## src/rtl/string_hw_pkg.sv

```systemverilog
// Shared types, register offsets and enums for the String_HW CSR front-end.
package string_hw_pkg;

    localparam int MAX_BLOCKS = 2;
    localparam int STR_BYTES  = MAX_BLOCKS * 4;

    typedef logic [0:STR_BYTES-1][7:0] string_t;

    localparam int CTRL_ADDR = 0;
    localparam int CFG_ADDR  = 1;
    localparam int A_BASE    = 2;

    // Operand/result windows slide with the block count, so offsets are derived from it.
    function automatic int b_base(input int n_blocks);
        return A_BASE + n_blocks;
    endfunction

    function automatic int r_base(input int n_blocks);
        return A_BASE + 2 * n_blocks;
    endfunction

    localparam int B_BASE = b_base(MAX_BLOCKS);
    localparam int R_BASE = r_base(MAX_BLOCKS);

    typedef enum logic [3:0] {
        CMP     = 4'd0,
        UPPER   = 4'd1,
        LOWER   = 4'd2,
        REVERSE = 4'd3,
        SEARCH  = 4'd4
    } op_e;

    typedef enum logic [1:0] {
        ST_IDLE    = 2'd0,
        ST_RUN     = 2'd1,
        ST_RELEASE = 2'd2
    } state_e;

endpackage

```

## src/rtl/string_hw_csr_if.sv

```systemverilog
// Avalon-MM slave bus bundle used between the Nios II side and string_hw_csr.
interface string_hw_csr_if #(
    parameter int ADDR_W = 4
);
    logic [ADDR_W-1:0] address;
    logic              chipselect;
    logic              write;
    logic [31:0]       writedata;
    logic              read;
    logic [31:0]       readdata;

    modport master (
        output address, chipselect, write, writedata, read,
        input  readdata
    );

    modport slave (
        input  address, chipselect, write, writedata, read,
        output readdata
    );
endinterface

```

## src/rtl/string_word_pack.sv

```systemverilog
// Moves a 32-bit bus word in and out of its four byte slots of a packed string;
// byte 4k sits in bits [31:24] so string literals read naturally.
module string_word_pack #(
    parameter int N = 2
) (
    input  logic [0:N*4-1][7:0] str_i,
    input  logic [1:0]          word_idx_i,
    input  logic [31:0]         word_i,
    output logic [31:0]         word_o,
    output logic [0:N*4-1][7:0] str_o
);
    logic [31:0] words [N];

    for (genvar gi = 0; gi < N; gi++) begin : g_word
        assign words[gi] = {str_i[4*gi], str_i[4*gi+1], str_i[4*gi+2], str_i[4*gi+3]};
    end

    always_comb begin
        word_o = '0;
        str_o  = str_i;
        for (int k = 0; k < N; k++) begin
            if (int'(word_idx_i) == k) begin
                word_o = words[k];
                for (int j = 0; j < 4; j++) begin
                    str_o[4*k+j] = word_i[31-8*j -: 8];
                end
            end
        end
    end
endmodule

```

## src/rtl/string_hw_csr.sv

```systemverilog
// Register front-end driving the String_HW core's go/done handshake and capturing Result.
// Define STRING_HW_TIMEOUT_EN to build the RUN-state watchdog (CTRL bit3).
module string_hw_csr #(
    parameter int MAX_BLOCKS     = string_hw_pkg::MAX_BLOCKS,
    parameter int ADDR_W         = 4,
    parameter int TIMEOUT_CYCLES = 1024
) (
    input  logic                         clk,
    input  logic                         reset,
    string_hw_csr_if.slave               avs,
    output logic                         go,
    output logic [3:0]                   index,
    output logic [7:0]                   length,
    output logic [0:MAX_BLOCKS*4-1][7:0] A,
    output logic [0:MAX_BLOCKS*4-1][7:0] B,
    input  logic                         done,
    input  logic [0:MAX_BLOCKS*4-1][7:0] Result
);
    import string_hw_pkg::*;

    localparam int NB    = MAX_BLOCKS * 4;
    localparam int B_OFF = b_base(MAX_BLOCKS);
    localparam int R_OFF = r_base(MAX_BLOCKS);
    localparam int E_OFF = R_OFF + MAX_BLOCKS;

    typedef logic [0:NB-1][7:0] str_t;

    state_e      state_q;
    logic        go_q;
    logic [3:0]  index_q;
    logic [7:0]  length_q;
    str_t        a_q, b_q, r_q;
    logic        done_flag_q;
    logic        err_busy_q;
    logic [31:0] readdata_q;
    logic        err_timeout;

`ifdef STRING_HW_TIMEOUT_EN
    localparam int CNT_W = $clog2(TIMEOUT_CYCLES + 1);
    logic [CNT_W-1:0] tmo_cnt_q;
    logic             err_timeout_q;
    logic             abort_q;
    assign err_timeout = err_timeout_q;
`else
    assign err_timeout = 1'b0;
`endif

    logic [ADDR_W-1:0] addr;
    int                addr_n;
    logic              sel_ctrl, sel_cfg, sel_a, sel_b, sel_r;
    logic [1:0]        word_idx;
    logic              wr_en, rd_en, busy;
    logic [31:0]       a_word, b_word, r_word, rd_word;
    str_t              a_wr, b_wr, r_wr_unused;

    assign addr     = avs.address;
    assign addr_n   = int'(addr);
    assign wr_en    = avs.chipselect & avs.write;
    assign rd_en    = avs.chipselect & avs.read;
    assign busy     = (state_q != ST_IDLE);
    assign sel_ctrl = (addr_n == CTRL_ADDR);
    assign sel_cfg  = (addr_n == CFG_ADDR);
    assign sel_a    = (addr_n >= A_BASE) && (addr_n < B_OFF);
    assign sel_b    = (addr_n >= B_OFF) && (addr_n < R_OFF);
    assign sel_r    = (addr_n >= R_OFF) && (addr_n < E_OFF);

    always_comb begin
        word_idx = '0;
        if (sel_a)      word_idx = 2'(addr_n - A_BASE);
        else if (sel_b) word_idx = 2'(addr_n - B_OFF);
        else if (sel_r) word_idx = 2'(addr_n - R_OFF);
    end

    string_word_pack #(.N(MAX_BLOCKS)) u_pack_a (
        .str_i(a_q), .word_idx_i(word_idx), .word_i(avs.writedata),
        .word_o(a_word), .str_o(a_wr)
    );

    string_word_pack #(.N(MAX_BLOCKS)) u_pack_b (
        .str_i(b_q), .word_idx_i(word_idx), .word_i(avs.writedata),
        .word_o(b_word), .str_o(b_wr)
    );

    // Result is read-only from the bus; only the extract half of this instance matters.
    string_word_pack #(.N(MAX_BLOCKS)) u_pack_r (
        .str_i(r_q), .word_idx_i(word_idx), .word_i(avs.writedata),
        .word_o(r_word), .str_o(r_wr_unused)
    );

    always_comb begin
        rd_word = '0;
        if (sel_ctrl)     rd_word = {28'b0, err_timeout, err_busy_q, done_flag_q, busy};
        else if (sel_cfg) rd_word = {16'b0, length_q, 4'b0, index_q};
        else if (sel_a)   rd_word = a_word;
        else if (sel_b)   rd_word = b_word;
        else if (sel_r)   rd_word = r_word;
    end

    always_ff @(posedge clk) begin
        if (reset) begin
            readdata_q <= '0;
        end else if (rd_en) begin
            readdata_q <= rd_word;
        end
    end

    assign avs.readdata = readdata_q;

    always_ff @(posedge clk) begin
        if (reset) begin
            state_q     <= ST_IDLE;
            go_q        <= 1'b0;
            index_q     <= '0;
            length_q    <= '0;
            a_q         <= '0;
            b_q         <= '0;
            r_q         <= '0;
            done_flag_q <= 1'b0;
            err_busy_q  <= 1'b0;
`ifdef STRING_HW_TIMEOUT_EN
            tmo_cnt_q     <= '0;
            err_timeout_q <= 1'b0;
            abort_q       <= 1'b0;
`endif
        end else begin
            if (wr_en) begin
                if (sel_ctrl) begin
                    // CLR is handled before START so a combined write restarts cleanly.
                    if (avs.writedata[1]) begin
                        done_flag_q <= 1'b0;
                        err_busy_q  <= 1'b0;
`ifdef STRING_HW_TIMEOUT_EN
                        err_timeout_q <= 1'b0;
`endif
                    end
                    if (avs.writedata[0]) begin
                        if (busy) begin
                            err_busy_q <= 1'b1;
                        end else begin
                            state_q     <= ST_RUN;
                            go_q        <= 1'b1;
                            done_flag_q <= 1'b0;
`ifdef STRING_HW_TIMEOUT_EN
                            tmo_cnt_q <= '0;
                            abort_q   <= 1'b0;
`endif
                        end
                    end
                end else if (sel_cfg || sel_a || sel_b) begin
                    if (busy) begin
                        err_busy_q <= 1'b1;
                    end else if (sel_cfg) begin
                        index_q  <= avs.writedata[3:0];
                        length_q <= avs.writedata[15:8];
                    end else if (sel_a) begin
                        a_q <= a_wr;
                    end else begin
                        b_q <= b_wr;
                    end
                end
            end

            case (state_q)
                ST_IDLE: begin
                end
                ST_RUN: begin
                    if (done) begin
                        r_q     <= Result;
                        state_q <= ST_RELEASE;
                        go_q    <= 1'b0;
                    end
`ifdef STRING_HW_TIMEOUT_EN
                    else if (tmo_cnt_q == CNT_W'(TIMEOUT_CYCLES - 1)) begin
                        state_q       <= ST_RELEASE;
                        go_q          <= 1'b0;
                        err_timeout_q <= 1'b1;
                        abort_q       <= 1'b1;
                    end else begin
                        tmo_cnt_q <= tmo_cnt_q + 1'b1;
                    end
`endif
                end
                ST_RELEASE: begin
                    if (!done) begin
                        state_q <= ST_IDLE;
`ifdef STRING_HW_TIMEOUT_EN
                        if (!abort_q) done_flag_q <= 1'b1;
`else
                        done_flag_q <= 1'b1;
`endif
                    end
                end
                default: begin
                    state_q <= ST_IDLE;
                    go_q    <= 1'b0;
                end
            endcase
        end
    end

    assign go     = go_q;
    assign index  = index_q;
    assign length = length_q;
    assign A      = a_q;
    assign B      = b_q;
endmodule

```

## src/flat_wrapper.sv

```systemverilog
// flat-port wrapper written by rule: the top's interface ports become plain ports
module string_hw_csr_flat import string_hw_pkg::*;
#(
    parameter int MAX_BLOCKS     = string_hw_pkg::MAX_BLOCKS,
    parameter int ADDR_W         = 4,
    parameter int TIMEOUT_CYCLES = 1024
)
  (clk, reset, go, index, length, A, B, done, Result, avs_address, avs_chipselect, avs_write, avs_writedata, avs_read, avs_readdata);
  string_hw_csr_if #(.ADDR_W(ADDR_W)) avs_i ();
  input  logic clk;
  input  logic reset;
  output logic go;
  output logic [3:0] index;
  output logic [7:0] length;
  output logic [0:MAX_BLOCKS*4-1][7:0] A;
  output logic [0:MAX_BLOCKS*4-1][7:0] B;
  input  logic done;
  input  logic [0:MAX_BLOCKS*4-1][7:0] Result;
  input wire logic [$bits(avs_i.address)-1:0] avs_address;
  input wire logic [$bits(avs_i.chipselect)-1:0] avs_chipselect;
  input wire logic [$bits(avs_i.write)-1:0] avs_write;
  input wire logic [$bits(avs_i.writedata)-1:0] avs_writedata;
  input wire logic [$bits(avs_i.read)-1:0] avs_read;
  output wire logic [$bits(avs_i.readdata)-1:0] avs_readdata;
  assign avs_i.address = avs_address;
  assign avs_i.chipselect = avs_chipselect;
  assign avs_i.write = avs_write;
  assign avs_i.writedata = avs_writedata;
  assign avs_i.read = avs_read;
  assign avs_readdata = avs_i.readdata;
  string_hw_csr #(.MAX_BLOCKS(MAX_BLOCKS), .ADDR_W(ADDR_W), .TIMEOUT_CYCLES(TIMEOUT_CYCLES)) u_core (.clk(clk), .reset(reset), .avs(avs_i), .go(go), .index(index), .length(length), .A(A), .B(B), .done(done), .Result(Result));
endmodule
```

## config.mk

```make
export PLATFORM = sky130hd
export DESIGN_NAME = string_hw_csr_flat
export DESIGN_NICKNAME = d
export VERILOG_FILES = /design/src/rtl/string_hw_pkg.sv /design/src/rtl/string_hw_csr_if.sv /design/src/rtl/string_word_pack.sv /design/src/rtl/string_hw_csr.sv /design/src/flat_wrapper.sv
export SDC_FILE = /design/constraint.sdc
export NUM_CORES = 1
export LEC_CHECK = 0
export BUFFER_PORTS_ARGS = -buffer_cell sky130_fd_sc_hd__clkbuf_2
export CORE_ASPECT_RATIO = 1.4
export CORE_MARGIN = 10
export CORE_UTILIZATION = 61
export DETAILED_ROUTE_END_ITERATION = 8
export GPL_TIMING_DRIVEN = 0
export PLACE_DENSITY = 0.92
export SETUP_SLACK_MARGIN = 0.3
export SLEW_MARGIN = 5
export SYNTH_ARGS = -nofsm -noshare
export SYNTH_HDL_FRONTEND = slang
export SYNTH_HIERARCHICAL = 1
export SYNTH_SLANG_ARGS = --single-unit
```

## constraint.sdc

```tcl
create_clock -name clk -period 5.1 [get_ports clk]
set_clock_uncertainty 0.05 [all_clocks]
set_input_delay 0.51 -clock clk [delete_from_list [all_inputs] [get_ports clk]]
set_output_delay 0.51 -clock clk [all_outputs]
set_load 0.03 [all_outputs]
```

==> out/results.ini, run 1 <==
[run_status]
outcome = finished clean

[finish]
mostFrequentLayoutCells = 419 x nand2_1, 275 x clkbuf_2, 245 x mux2i_1, 241 x dfxtp_1, 109 x nor2_1
final_common_cell = nand2_1
fin_nets = 1919
syn2layout_area_growth_pct = 19.8
fillCellCount = 1545
regArea_mm2 = 0.00482
drive_gt1_frac = 0.283
multi_input_area_mm2 = 0.00754

[cts]
htreeDepth = 1
cts_hold_buffers = 0
numCtsBuffers = 24
clkTransAtPathRegs_ns = 0.07
cts-root-buf = clkbuf_16
post_cts_resize_count = 0
cts_tree = done
clk_latency_ns = 0.52
clock-sinks = 241
cts_setup_buffers = 0
clock_path_buffers = 3

[drt]
via_per_inst = 6.02
num_vias = 12800
routed_wirelength_um = 47800
first_pass_iters = 8
drcViolationCount = 0
detail_route.wl_per_cell_um = 22.4
drtIter0Drc = 1246
ant_nets = 0

[floorplan]
die_w_um = 145
core_region_area_mm2 = 0.0217
die_h_um = 195
pin_count = 279
initial_core_util = 0.615
die_area_mm2 = 0.0283
rows = 64

[run]
maxCapViolCount = 0

[global_routing]
grt_max_degree = 15
grt_pass1_wl_um = 73300
antenna_found_initial = 1
grtUsageTotal = 0.319
overflow = 0
grt_pass1_vias = 13100

[timing]
fin_tns_setup_ns = 0
maxSlewViolCount = 0
worst_pin_slew_ns = 0.705
hold_viol_final = 0
rsz0062_at_grt = no
fin_ws_ns = 2.03
setup_viol = 0
relSlewSlack = 0.530
timing.final.crit_period_ns = 3.07
max_freq_ghz = 0.326
finalCritPeriodShare = 0.602

[worst_setup_path]
reg2reg_setup_slack_ns = 3.38
required_ns = 5.47
cp_max_fo = 10
endpoint_kind = flop
r2r-start = u_core/state_q[0]
critPathLaunchType = input pin
r2r-end = u_core/r_q[57]
startpoint = avs_address[3]
arrival_ns = 3.44
crit_type = in2reg
reg2reg_depth = 6
worstSetupEndpoint = u_core/avs.readdata[21]

[min_path]
min-delay-path-class = in2reg
hold_path_startpoint = Result[27]

[pwr]
irDropWorstVdd_mv = 0.292
p_leak_nw = 6.45
pwr_density_cell_mw_per_mm2 = 272

[synthesis]
syn_inst = 1510
avgSynthCellArea_um2 = 8.84
yosysWarnings = 6
synthesis.area_mm2 = 0.0133

[placement]
place_congestion = 0.948
hpwl_um = 36300
port_buffers = 275
dp_slack_ns = 1.69

==> state kept, by name (all words and copies together) (netlist names) <==
| register | cells |
|---|---|
| u_core/A | 64 |
| u_core/err_busy_q | 1 |
| u_core/length | 8 |
| u_core/B | 64 |
| u_core/r_q | 64 |
| u_core/go | 1 |
| u_core/index | 4 |
| u_core/avs.readdata | 32 |
| u_core/state_q | 2 |
| u_core/done_flag_q | 1 |
==> worst min path at each step <==
stage                                end  cells after the start  slack, ns
after global routing      u_core/r_q[27]                      3       0.16
after global placement    u_core/r_q[38]                      2       0.39
after detailed placement  u_core/r_q[53]                      2       0.40
after CTS                 u_core/r_q[27]                      3       0.15
final                     u_core/r_q[27]                      3       0.15
after floorplan           u_core/r_q[32]                      2       0.39
==> metal layers <==
layer	GRT usage	wire length (µm)	up-vias
met4	0.202	3450	0
met2	0.552	23000	798
met5	0	0	-
met1	0.345	17100	6047
li1	-	-	5760
met3	0.0720	4260	226
==> worst max-delay path, cell delays in order <==
cell and delay [ns]:
clkbuf_2 0.09, buf_2 0.21, buf_1 0.27, nor3_1 0.55
buf_2 0.35, buf_2 0.37, mux2i_1 0.32, nor2_1 0.10
nor3_1 0.22, a2111oi_0 0.14, a221o_1 0.30
==> final cells by class <==
cell class	instances	area share
tap	297	0.0232
antenna	2	0.000313
inverter	22	0.00516
timing repair buffer	275	0.0861
clock buffer	32	0.0439
clock inverter	12	0.0116
buffer	137	0.0569
sequential	241	0.302
multi-input combinational	1112	0.471
==> power by group <==
group          leakage, nW  switching, mW  total, mW  internal [mW]
Sequential            1.94        0.00903       1.90           1.89
Clock                0.444          0.777       2.00           1.22
Combinational         4.06          0.279      0.452          0.173
Total                 6.45           1.07       4.35           3.28
==> per-stage QoR <==
step | instance area [µm²] | power [mW] | cells | hold WS, ns | util
after global placement | 15100 | 2.36 | 2084 | 0.391 | 0.696
after floorplan | 13400 | 2.23 | 1512 | 0.386 | -
after CTS | 16000 | 4.34 | 2128 | 0.145 | 0.737
final | 16000 | 4.35 | 2130 | 0.154 | 0.737
after global routing | 16000 | 4.44 | 2129 | 0.161 | 0.737
after detailed placement | 15100 | 2.37 | 2084 | 0.398 | 0.696
Power figures use the tool's default switching activity.
==> run 2, diff against run 1 <==
CORE_UTILIZATION = 56   (was 61)
PLACE_DENSITY = 0.86   (was 0.92)
clock period = 3.09 ns   (was 5.1 ns; I/O delays follow)
==> out/results.ini, run 2 (synthesized netlist as in run 1, its figures left out) <==
[drt]
top_layer = met4  ; unchanged
drcViolationCount = 0  ; unchanged
wl_met1_um = 17400  ; was 17,100 µm
first_pass_iters = 5  ; was 8
ant_nets = 0  ; unchanged
detail_route.wl_per_cell_um = 22.0  ; was 22.4 µm
routed_wirelength_um = 48400  ; was 47,800 µm
num_vias = 12800  ; about the same
drtIter0Drc = 1031  ; was 1,246
via_per_inst = 5.84  ; was 6.02
wl_met2_um = 23300  ; was 23,000 µm
wl_met3_um = 4340  ; was 4260 µm

[pwr]
pwr_density_cell_mw_per_mm2 = 426  ; was 272 mW/mm²
clkPwrFrac = 0.440  ; was 0.459
power_mw = 7.05  ; was 4.35 mW
switching_power_mw = 1.76  ; was 1.07 mW
p_int_mw = 5.29  ; was 3.28 mW
p_comb_frac = 0.115  ; was 0.104
seq_power_share = 0.446  ; was 0.437
power.share.switching = 0.250  ; was 0.245
irDropWorstVdd_mv = 0.413  ; was 0.292 mV
p_leak_nw = 6.66  ; was 6.45 nW

[placement]
hpwl_um = 36600  ; was 36,300 µm
placed_cell_area_mm2 = 0.0151  ; about the same
place_congestion = 0.952  ; was 0.948
dp_slack_ns = -0.174  ; was 1.69 ns
port_buffers = 275  ; unchanged
place_inst = 2093  ; was 2,084

[cts]
clkTransAtPathRegs_ns = 0.06  ; was 0.07 ns
htreeDepth = 1  ; unchanged
clk_latency_ns = 0.52  ; about the same
cts_setup_buffers = 0  ; unchanged
numCtsBuffers = 25  ; was 24
clock-sinks = 241  ; unchanged
clock_path_buffers = 3  ; unchanged
cts_tree = done  ; unchanged
cts-root-buf = clkbuf_16  ; unchanged

[timing]
relSlewSlack = 0.504  ; was 0.530
hold_viol_final = 1  ; was 0
finalCritPeriodShare = 0.850
fin_ws_ns = 0.463  ; was 2.03 ns
max_freq_ghz = 0.381
rsz0062_at_grt = no  ; unchanged
maxSlewViolCount = 0  ; unchanged
fin_tns_setup_ns = 0  ; unchanged
timing.final.crit_period_ns = 2.63
holdWs_ns = -0.00944  ; was 0.154 ns
worst_pin_slew_ns = 0.744  ; was 0.705 ns
setup_viol = 0  ; unchanged

[global_routing]
grt_max_degree = 14  ; was 15
antenna_found_initial = 0  ; was 1
grt_pass1_vias = 13100  ; about the same
grt_pass1_wl_um = 73800  ; was 73,300 µm
grtUsageTotal = 0.304  ; was 0.319
overflow = 0  ; unchanged

[worst_setup_path]
cp_max_fo = 10  ; unchanged
critPathLaunchType = input pin  ; unchanged
endpoint_kind = flop  ; unchanged
crit_type = in2reg  ; unchanged
crit_top_cell = buf_2  ; unchanged
path_cells = clkbuf_2 -> buf_2 -> buf_1 -> nor3_2 -> buf_2 -> buf_2 -> mux2i_1 -> nor2_1 -> mux2_2 -> a21oi_1 -> a2111oi_0  ; was clkbuf_2 -> buf_2 -> buf_1 -> nor3_1 -> buf_2 -> buf_2 -> mux2i_1 -> nor2_1 -> nor3_1 -> a2111oi_0 -> a221o_1
cpPeakStageDelay_ns = 0.42  ; was 0.55 ns
required_ns = 3.42  ; was 5.47 ns
cp_slowest_cell = a2111oi_0  ; was nor3_1
arrival_ns = 2.96  ; was 3.44 ns

[run_status]
outcome = finished, violations left  ; was finished clean
violations = hold timing

[finish]
insertedDiodeCount = 0  ; was 2
finish.instance_area_mm2 = 0.0166  ; was 0.0160 mm²
regArea_mm2 = 0.00482  ; unchanged
multi_input_area_mm2 = 0.00754  ; about the same
mostFrequentLayoutCells = 419 x nand2_1, 275 x clkbuf_2, 245 x mux2i_1, 241 x dfxtp_1, 109 x nor2_1  ; unchanged
fillCellCount = 1740  ; was 1,545
drive_gt1_frac = 0.273  ; was 0.283
syn2layout_area_growth_pct = 24.0  ; was 19.8%
final_common_cell = nand2_1  ; unchanged
post-route-util = 0.708  ; was 0.737
final_cells = 2197  ; was 2,130
fin_nets = 1981  ; was 1,919

[floorplan]
die_area_mm2 = 0.0305  ; was 0.0283 mm²
die_h_um = 203  ; was 195 µm
die_w_um = 150  ; was 145 µm
core_region_area_mm2 = 0.0234  ; was 0.0217 mm²
pin_count = 279  ; unchanged
rows = 66  ; was 64
initial_core_util = 0.571  ; was 0.615

[run]
maxCapViolCount = 0  ; unchanged

[min_path]
min-delay-path-class = in2reg  ; unchanged

## run 2: changes by cell type in the layout (fill, tap and decap cells not counted), moves of 2 or more
cell and delta:
clkinv_2 -2, diode_2 -2, clkbuf_1 +3, dlygate4sd3_1 +61, bufinv_16 -2
## run 2: power groups by stage
stage	sequential, mW	combinational, mW	clock [mW]
floorplan	3.24	0.438	0
global placement	3.21	0.700	0
detailed placement	3.21	0.715	0
CTS	3.14	0.781	3.10
global route	3.14	0.848	3.24
finish	3.14	0.809	3.10
## run 2: layout make-up
type | count | area share
clock inverter | 9 | 0.00741
inverter | 22 | 0.00499
sequential | 241 | 0.291
timing repair buffer | 336 | 0.120
tap | 306 | 0.0231
buffer | 137 | 0.0550
multi-input combinational | 1112 | 0.456
clock buffer | 34 | 0.0423
## run 2: final timing paths
check / from / end / slack, ns / depth (start not counted)
setup reg to reg: u_core/state_q[1] / u_core/A[29] / 1.34 / 6
setup / recovery: avs_address[3] / u_core/avs.readdata[2] / 0.46 / 11
hold reg to reg: u_core/r_q[54] / u_core/r_q[54] / 0.40 / 2
hold / removal: Result[24] / u_core/r_q[24] / -0.009 / 3
## run 2: critical path, delay by kind of cell
family                 cells  cell delay [ns]
buffers and inverters      5             1.27
muxes                      2             0.35
AOI/OAI and AO/OA          2             0.47
and+or+nand+nor            2             0.55
## run 2: timing repair
item                                   CTS  global route
resized for setup                        0             2
endpoints found under the hold margin   61             0
hold buffers                            61             0
setup endpoints to repair                0            19
## run 2: per-layer routing
layer | vias to the layer above | global-route usage
li1 | 5869 | -
met1 | 6058 | 0.334
met2 | 708 | 0.521
met3 | 192 | 0.0643
met4 | 0 | 0.185
met5 | - | 0
==> run 3, diff against run 2 <==
clock period = 2.8 ns   (was 3.09 ns; I/O delays follow)
==> out/results.ini, run 3 (synthesized netlist as in run 1, its figures left out) <==
[min_path]
min-delay-path-class = in2reg  ; unchanged

[global_routing]
antenna_found_initial = 0  ; unchanged
overflow = 0  ; unchanged
grt_pass1_wl_um = 73900  ; was 73,800 µm
grt_pass1_vias = 13100  ; about the same
grt_max_degree = 14  ; unchanged
grtUsageTotal = 0.304  ; about the same

[timing]
fin_ws_ns = 0.306  ; was 0.463 ns
holdWs_ns = 0.00136  ; was -0.00944 ns
worst_pin_slew_ns = 0.745  ; was 0.744 ns
hold_viol_final = 0  ; was 1
max_freq_ghz = 0.401
finalCritPeriodShare = 0.891
relSlewSlack = 0.504  ; about the same
timing.final.crit_period_ns = 2.49
rsz0062_at_grt = yes  ; was no
fin_tns_setup_ns = 0  ; unchanged
maxSlewViolCount = 0  ; unchanged
setup_viol = 0  ; unchanged

[floorplan]
pin_count = 279  ; unchanged
die_w_um = 150  ; unchanged
die_area_mm2 = 0.0305  ; unchanged
die_h_um = 203  ; unchanged
core_region_area_mm2 = 0.0234  ; unchanged
rows = 66  ; unchanged
initial_core_util = 0.571  ; unchanged

[worst_setup_path]
arrival_ns = 2.85  ; was 2.96 ns
crit_top_cell = clkbuf_4  ; was buf_2
cpPeakStageDelay_ns = 0.39  ; was 0.42 ns
cp_slowest_cell = mux2i_1  ; was a2111oi_0
cp_max_fo = 10  ; unchanged
endpoint_kind = flop  ; unchanged
critPathLaunchType = input pin  ; unchanged
reg2reg_setup_slack_ns = 1.05  ; was 1.34 ns
required_ns = 3.16  ; was 3.42 ns
path_cells = clkbuf_2 -> buf_2 -> buf_1 -> nor3_4 -> clkbuf_4 -> clkbuf_4 -> mux2i_1 -> nor2_1 -> nor3_1 -> a2111oi_0 -> a221o_1  ; was clkbuf_2 -> buf_2 -> buf_1 -> nor3_2 -> buf_2 -> buf_2 -> mux2i_1 -> nor2_1 -> mux2_2 -> a21oi_1 -> a2111oi_0
cp_top_family = buffers and inverters  ; unchanged
crit_type = in2reg  ; unchanged
critPathBufInv = 5  ; unchanged

[finish]
drive_gt1_frac = 0.272  ; was 0.273
fin_nets = 1984  ; was 1,981
insertedDiodeCount = 0  ; unchanged
syn2layout_area_growth_pct = 24.4  ; was 24.0%
post-route-util = 0.711  ; was 0.708
mostFrequentLayoutCells = 419 x nand2_1, 275 x clkbuf_2, 245 x mux2i_1, 241 x dfxtp_1, 109 x nor2_1  ; unchanged
final_common_cell = nand2_1  ; unchanged

[pwr]
irDropWorstVdd_mv = 0.456  ; was 0.413 mV
power.share.switching = 0.250  ; about the same
seq_power_share = 0.445  ; was 0.446
pwr_density_cell_mw_per_mm2 = 469  ; was 426 mW/mm²
clkPwrFrac = 0.439  ; was 0.440
p_comb_frac = 0.116  ; was 0.115
switching_power_mw = 1.95  ; was 1.76 mW
p_leak_nw = 6.68  ; was 6.66 nW
p_int_mw = 5.84  ; was 5.29 mW

[drt]
via_per_inst = 5.84  ; about the same
num_vias = 12800  ; about the same
routed_wirelength_um = 48500  ; was 48,400 µm
drcViolationCount = 0  ; unchanged
first_pass_iters = 5  ; unchanged
drtIter0Drc = 981  ; was 1,031
detail_route.wl_per_cell_um = 22.0  ; about the same
ant_nets = 0  ; unchanged

[cts]
htreeDepth = 1  ; unchanged
clk_latency_ns = 0.53  ; was 0.52 ns
cts_tree = done  ; unchanged
clkTransAtPathRegs_ns = 0.06  ; about the same
numCtsBuffers = 25  ; unchanged
cts-root-buf = clkbuf_16  ; unchanged
cts_setup_buffers = 0  ; unchanged
clock-sinks = 241  ; unchanged
clock_path_buffers = 3  ; unchanged

[placement]
place_congestion = 0.952  ; unchanged
dp_slack_ns = -0.435  ; was -0.174 ns
hpwl_um = 36600  ; unchanged
port_buffers = 275  ; unchanged

[run_status]
outcome = finished clean  ; was finished, violations left

[run]
maxCapViolCount = 0  ; unchanged

==> run 3: cell types whose count changed in the layout (fill, tap and decap cells not counted), moves of 2 or more <==
| cell | previous run | this run |
|---|---|---|
| a2111oi_1 | 1 | 3 |
| a2111oi_0 | 22 | 20 |
| buf_2 | 32 | 26 |
| dlygate4sd3_1 | 61 | 64 |
| buf_4 | 6 | 8 |
| clkbuf_4 | 0 | 4 |
==> run 3: final timing paths <==
check,to,depth (start not counted),from
hold / removal,u_core/state_q[1],2,done
setup reg to reg,u_core/r_q[42],6,u_core/state_q[1]
setup / recovery,u_core/avs.readdata[23],11,avs_address[3]
hold reg to reg,u_core/r_q[54],2,u_core/r_q[54]
==> run 3: metrics by stage <==
stage / cells / power, mW / area (µm²)
after floorplan: 1512 / 4.06 / 13400
after global placement: 2093 / 4.31 / 15100
after detailed placement: 2093 / 4.33 / 15100
after CTS: 2200 / 7.75 / 16600
after global routing: 2200 / 7.98 / 16600
final: 2200 / 7.78 / 16600
==> run 3: layer usage <==
layer,part of all wire,GRT usage
met2,0.49,0.521
met4,0.068,0.186
met1,0.36,0.334
met3,0.090,0.0632
met5,0,0
==> run 3: timing repair <==
| action | in CTS | in global routing |
|---|---|---|
| hold endpoints to repair | 64 | 0 |
| hold buffers | 64 | 0 |
| endpoints found under the setup margin | 26 | 23 |
| resized for setup | 3 | 8 |
==> run 3: area by class of cell <==
class                   instances  area, µm²
clock inverters                 9        123
inverters                      22       82.6
multi-input cells            1112       7550
plain buffers                 137        925
repair buffers                339       2020
fillers                      1728       6760
clock buffers                  34        699
flip-flops and latches        241       4820
well taps                     306        383
==> run 3: power by group through the flow <==
stage | logic [mW] | registers [mW] | clock network (mW)
final | 0.900 | 3.46 | 3.42
after global routing | 0.943 | 3.47 | 3.58
after CTS | 0.866 | 3.46 | 3.42
after detailed placement | 0.789 | 3.54 | 0
after global placement | 0.773 | 3.54 | 0
after floorplan | 0.483 | 3.57 | 0
